===== config.mk =====
export PLATFORM = sky130hd
export DESIGN_NAME = fetch_unit
export DESIGN_NICKNAME = d
export VERILOG_FILES = /design/src/rtl/rv_pkg.sv /design/src/rtl/fetch_fifo.sv /design/src/rtl/fetch_unit.sv
export SDC_FILE = /design/constraint.sdc
export NUM_CORES = 1
export LEC_CHECK = 0
export ABC_AREA = 1
export CAP_MARGIN = 20
export CORE_UTILIZATION = 50
export DETAILED_ROUTE_END_ITERATION = 6
export HOLD_SLACK_MARGIN = 0.15
export PLACE_DENSITY_LB_ADDON = 0.05
export SYNTH_ARGS = -nofsm -noshare
export SYNTH_HDL_FRONTEND = slang
export SYNTH_HIERARCHICAL = 1
export SYNTH_SLANG_ARGS = --single-unit

===== constraint.sdc =====
create_clock -name clk -period 10.5 [get_ports clk]
set_clock_uncertainty 0.2 [all_clocks]
set_input_delay 1.575 -clock clk [delete_from_list [all_inputs] [get_ports clk]]
set_output_delay 1.575 -clock clk [all_outputs]
set_load 0.02 [all_outputs]

===== src/rtl/rv_pkg.sv =====
// Shared RISC-V front-end definitions: reset PC, canonical NOP, control-flow opcodes
// and the fetch buffer entry layout.
package rv_pkg;

  localparam logic [31:0] DEFAULT_RESET_PC = 32'h0000_0000;
  localparam logic [31:0] NOP_INSTR        = 32'h0000_0013;

  localparam logic [6:0] OP_BRANCH = 7'b110_0011;
  localparam logic [6:0] OP_JAL    = 7'b110_1111;
  localparam logic [6:0] OP_JALR   = 7'b110_0111;

  typedef enum logic {
    FETCH_RUN,
    FETCH_FAULT
  } fetch_state_e;

  typedef struct packed {
    logic [31:0] pc;
    logic [31:0] instr;
  } fetch_entry_t;

  function automatic logic is_misaligned(input logic [31:0] addr);
    return addr[1:0] != 2'b00;
  endfunction

endpackage


===== src/rtl/fetch_fifo.sv =====
// Synchronous FIFO with flush. DEPTH must be a power of two so the pointers wrap
// naturally; count is one bit wider than the pointers to represent "full".
module fetch_fifo #(
  parameter int DEPTH = 2,
  parameter int WIDTH = 64,
  localparam int AW = $clog2(DEPTH),
  localparam int CW = $clog2(DEPTH) + 1
) (
  input  logic             clk,
  input  logic             reset,
  input  logic             push,
  input  logic             pop,
  input  logic             flush,
  input  logic [WIDTH-1:0] wdata,
  output logic [WIDTH-1:0] rdata,
  output logic             full,
  output logic             empty,
  output logic [CW-1:0]    count
);

  logic [WIDTH-1:0] mem_q [DEPTH];
  logic [AW-1:0]    wr_ptr_q, wr_ptr_d;
  logic [AW-1:0]    rd_ptr_q, rd_ptr_d;
  logic [CW-1:0]    count_q, count_d;
  logic             do_push, do_pop;

  assign full  = (count_q == CW'(DEPTH));
  assign empty = (count_q == '0);
  assign count = count_q;
  assign rdata = mem_q[rd_ptr_q];

  // A push into a full FIFO is accepted only when the head leaves in the same cycle.
  always_comb begin
    do_pop   = pop && !empty && !flush;
    do_push  = push && !flush && (!full || do_pop);
    wr_ptr_d = wr_ptr_q;
    rd_ptr_d = rd_ptr_q;
    count_d  = count_q;
    if (flush) begin
      wr_ptr_d = '0;
      rd_ptr_d = '0;
      count_d  = '0;
    end else begin
      if (do_push) wr_ptr_d = wr_ptr_q + AW'(1);
      if (do_pop)  rd_ptr_d = rd_ptr_q + AW'(1);
      if (do_push && !do_pop) begin
        count_d = count_q + CW'(1);
      end else if (do_pop && !do_push) begin
        count_d = count_q - CW'(1);
      end
    end
  end

  always_ff @(posedge clk or posedge reset) begin
    if (reset) begin
      wr_ptr_q <= '0;
      rd_ptr_q <= '0;
      count_q  <= '0;
    end else begin
      wr_ptr_q <= wr_ptr_d;
      rd_ptr_q <= rd_ptr_d;
      count_q  <= count_d;
    end
  end

  always_ff @(posedge clk) begin
    if (do_push) mem_q[wr_ptr_q] <= wdata;
  end

endmodule


===== src/rtl/fetch_unit.sv =====
// Instruction fetch stage: PC, credit-limited imem requests, PC tag queue and decode buffer.
// Optional misaligned-redirect trap selected with FETCH_MISALIGN_TRAP_EN.
module fetch_unit
  import rv_pkg::*;
#(
  parameter logic [31:0] RESET_PC   = DEFAULT_RESET_PC,
  parameter int          FIFO_DEPTH = 2
) (
  input  logic        clk,
  input  logic        reset,
  output logic        imem_req,
  output logic [31:0] imem_addr,
  input  logic        imem_gnt,
  input  logic        imem_rvalid,
  input  logic [31:0] imem_rdata,
  input  logic        redirect_valid,
  input  logic [31:0] redirect_target,
  output logic        instr_valid,
  input  logic        instr_ready,
  output logic [31:0] instr,
  output logic [31:0] instr_pc,
  output logic [31:0] instr_pc4,
  output logic        fetch_fault
);

  localparam int CW = $clog2(FIFO_DEPTH) + 1;

  logic [31:0]   pc_q, pc_d;
  logic [CW-1:0] discard_q, discard_d;
  logic [CW-1:0] occupancy, outstanding;
  logic [CW:0]   credit_used;
  logic [31:0]   redirect_pc, tag_pc;
  logic          fault_active;
  logic          req_fire, rvalid_ok, fifo_push, fifo_pop, fifo_flush;
  logic          fifo_full, fifo_empty, tag_full, tag_empty;
  fetch_entry_t  head, push_entry;

`ifdef FETCH_MISALIGN_TRAP_EN
  fetch_state_e state_q, state_d;

  always_comb begin
    state_d = state_q;
    if (redirect_valid) begin
      state_d = is_misaligned(redirect_target) ? FETCH_FAULT : FETCH_RUN;
    end
  end

  always_ff @(posedge clk or posedge reset) begin
    if (reset) state_q <= FETCH_RUN;
    else       state_q <= state_d;
  end

  assign fault_active = (state_q == FETCH_FAULT);
  assign redirect_pc  = redirect_target;
`else
  assign fault_active = 1'b0;
  assign redirect_pc  = redirect_target & 32'hFFFF_FFFC;
`endif

  assign fetch_fault = fault_active;

  // Occupancy plus in-flight words must never exceed the buffer, so every response has a slot.
  assign credit_used = {1'b0, occupancy} + {1'b0, outstanding};
  assign imem_req    = !reset && !fault_active && !redirect_valid &&
                       (credit_used < (CW+1)'(FIFO_DEPTH));
  assign imem_addr   = pc_q;

  assign req_fire   = imem_req && imem_gnt;
  assign rvalid_ok  = imem_rvalid && !tag_empty;
  assign fifo_push  = rvalid_ok && (discard_q == '0) && !redirect_valid && !fault_active;
  assign fifo_pop   = instr_valid && instr_ready && !redirect_valid;
  assign fifo_flush = redirect_valid || fault_active;
  assign push_entry = '{pc: tag_pc, instr: imem_rdata};

  // Stale responses are counted off by discard; a same-cycle response is already gone.
  always_comb begin
    pc_d      = pc_q;
    discard_d = discard_q;
    if (redirect_valid) begin
      pc_d      = redirect_pc;
      discard_d = outstanding + CW'(req_fire) - CW'(rvalid_ok);
    end else begin
      if (req_fire) pc_d = pc_q + 32'd4;
      if (rvalid_ok && (discard_q != '0)) discard_d = discard_q - CW'(1);
    end
  end

  always_ff @(posedge clk or posedge reset) begin
    if (reset) begin
      pc_q      <= RESET_PC;
      discard_q <= '0;
    end else begin
      pc_q      <= pc_d;
      discard_q <= discard_d;
    end
  end

  fetch_fifo #(.DEPTH(FIFO_DEPTH), .WIDTH(32)) u_tag_queue (
    .clk   (clk),
    .reset (reset),
    .push  (req_fire),
    .pop   (rvalid_ok),
    .flush (1'b0),
    .wdata (pc_q),
    .rdata (tag_pc),
    .full  (tag_full),
    .empty (tag_empty),
    .count (outstanding)
  );

  fetch_fifo #(.DEPTH(FIFO_DEPTH), .WIDTH(64)) u_instr_fifo (
    .clk   (clk),
    .reset (reset),
    .push  (fifo_push),
    .pop   (fifo_pop),
    .flush (fifo_flush),
    .wdata (push_entry),
    .rdata (head),
    .full  (fifo_full),
    .empty (fifo_empty),
    .count (occupancy)
  );

  assign instr_valid = !fifo_empty;
  assign instr       = fifo_empty ? NOP_INSTR : head.instr;
  assign instr_pc    = fifo_empty ? RESET_PC  : head.pc;
  assign instr_pc4   = instr_pc + 32'd4;

  rvalid_has_outstanding: assert property (@(posedge clk) disable iff (reset)
    imem_rvalid |-> !tag_empty);
  tag_queue_no_overflow: assert property (@(posedge clk) disable iff (reset)
    req_fire |-> !tag_full);
  instr_fifo_no_overflow: assert property (@(posedge clk) disable iff (reset)
    (fifo_push && !fifo_pop) |-> !fifo_full);

endmodule


==> results.toml <==
[grt]
grt_pass1_vias = 8118
grt_pass1_wl_um = 41400
grt_overflow = 0
grt_max_degree = 67
grt_use_total = 0.218
grt_antenna_before_repair = 0

[worst_setup_path]
start_kind = "register"
arrival_ns = 4.20
setup.worst_path.class = "reg2out"
rr_worst_depth = 6
cp_max_fo = 66
rr_endpoint = "u_instr_fifo/mem_q[1][54]$_DFFE_PP_"
cp-startpoint = "u_instr_fifo/rd_ptr_q$_DFFE_PP0P_"
required_ns = 8.73
r2r_setup_slack_ns = 7.20
r2r-start = "u_instr_fifo/count[0]$_DFFE_PP0P_"
critPathCaptureType = "output port"

[place]
port_buffers = 195
dp_hpwl_um = 17300
globalplace.congestion = 0.889
place_ws_ns = 5.00

[power_and_ir_drop]
clockPowerShare = 0.282
seqPwrFrac = 0.384
p_int_mw = 1.98
switching_share = 0.343
p_sw_mw = 1.03
ir_worst_vdd_uv = 126
power_per_cell_area_nw_per_um2 = 206
combinationalPowerShare = 0.334
p_leak_nw = 6.20

[floorplan]
start_util = 0.511
die_y_um = 154
die-area_um2 = 23800
row_count = 55
die_x_um = 154
ios = 201
core-area_um2 = 22700

[hold_path]
hold_path.class = "reg2reg"
min_from = "discard_q[1]$_DFFE_PP0P_"
hold_depth = 2
whs_endpoint = "discard_q[1]$_DFFE_PP0P_"

[drt]
vias = 8783
wl_um = 25500
dr.pass1.iters = 7
ant_nets = 0
wl_per_cell_um = 14.1
drc = 0
vias_per_cell = 4.86
drt-initial-drc-count = 493

[sta]
setup_viol = 0
timing_worst_slew_pin_value_ns = 0.901
slew_headroom = 0.400
period_needed_ns = 5.98
layout_setup_ws_ns = 4.52
rsz0062_at_grt = "no"
hold_violations = 0
finalSetupTns_ns = 0
period_share = 0.569
clock.fmax_mhz = 167
slew_violations = 0

[run_status]
status = "finished clean"

[cts]
tritoncts = "done"
cts_max_level = 1
ctsHoldBuffers = 0
postCtsSetupBuffers = 0
clkLatencyLatePin_ns = 0.52
cts.reportedPaths.clkPinSlew_ns = 0.06
cts_resized = 0
clockBufferDepth = 3
clkSinkCount = 232
cts_made_buffers = 24
cts-root-buf = "clkbuf_16"

[synth]
syn-instance-count = 1309
yosysWarnings = 6
synth_area_um2 = 11600
avgSynthCellArea_um2 = 8.86

[cells_and_area]
diodes = 0
nets = 1580
drive_gt1_frac = 0.0841
area_growth_pct = 25.9

[run]
maxCapViolations = 0
sequential cells by signal, indices dropped and copies added (netlist names):
| name | cells |
|---|---|
| discard_q | 2 |
| imem_addr | 30 |
| u_instr_fifo/count | 2 |
| u_instr_fifo/mem_q | 128 |
| u_instr_fifo/rd_ptr_q | 1 |
| u_instr_fifo/wr_ptr_q | 1 |
| u_tag_queue/count | 2 |
| u_tag_queue/mem_q | 64 |
| u_tag_queue/rd_ptr_q | 1 |
| u_tag_queue/wr_ptr_q | 1 |
layout by cell type (no fill, tap or decap), drive strengths merged, types with 8 or more instances in the layout:
master	n
nor2	151
o21ai	28
edfxtp	192
nand2	559
dfrtp	40
conb	8
xor2	13
nand4	8
nand3	84
clkinv	9
buf	10
clkdlybuf4s50	195
inv	149
clkbuf	29
routing by layer:
| layer | GRT usage | part of all wire |
|---|---|---|
| met1 | 0.314 | 0.47 |
| met2 | 0.355 | 0.45 |
| met3 | 0.0303 | 0.057 |
| met4 | 0.0476 | 0.015 |
| met5 | 0 | 0 |
worst max path at each step:
stage / endpoint / slack (ns)
after global routing: instr_pc4[12] / 4.21
after CTS: instr_pc4[12] / 4.43
after detailed placement: instr_pc4[12] / 5.00
after global placement: instr_pc4[12] / 5.02
after floorplan: u_instr_fifo/mem_q[0][0]$_DFFE_PP_ / 4.89
final: instr_pc4[12] / 4.52
power groups by stage:
stage | clock network [mW] | logic [mW] | registers, mW
after CTS | 0.866 | 0.999 | 1.16
final | 0.848 | 1.01 | 1.16
after detailed placement | 0 | 0.995 | 1.18
after floorplan | 0 | 0.613 | 1.17
after global placement | 0 | 0.982 | 1.18
after global routing | 0.900 | 1.10 | 1.16
cell type report:
type | count | area, um2
clock inverters | 15 | 175
well taps | 285 | 357
flip-flops and latches | 232 | 6770
repair buffers | 205 | 2050
fillers | 1907 | 8110
clock buffers | 29 | 629
multi-input cells | 892 | 4060
inverters | 149 | 564
critical path, stage by stage (launching register included):
cell and delay, ns:
dfrtp_2 0.39, buf_4 0.34, inv_2 0.10, buf_4 0.58, nand2_1 0.10, nand2_1 0.09
inv_1 0.08, nor2_8 0.16, ha_1 0.34, nand3_4 0.14, inv_1 0.12, nand2_1 0.16
nor2_2 0.26, xor2_1 0.17, clkdlybuf4s50_1 0.61
per-stage QoR:
step | power (mW) | cell area [um2] | hold WS, ns | utilization | instances
detailed placement | 2.18 | 13800 | 0.281 | 0.606 | 1762
global route | 3.17 | 14600 | 0.316 | 0.643 | 1807
finish | 3.01 | 14600 | 0.296 | 0.643 | 1807
global placement | 2.16 | 13800 | 0.265 | 0.606 | 1762
CTS | 3.03 | 14600 | 0.295 | 0.642 | 1806
floorplan | 1.79 | 11600 | 0.249 | - | 1316
No activity file was read; power rests on OpenSTA's default activity.
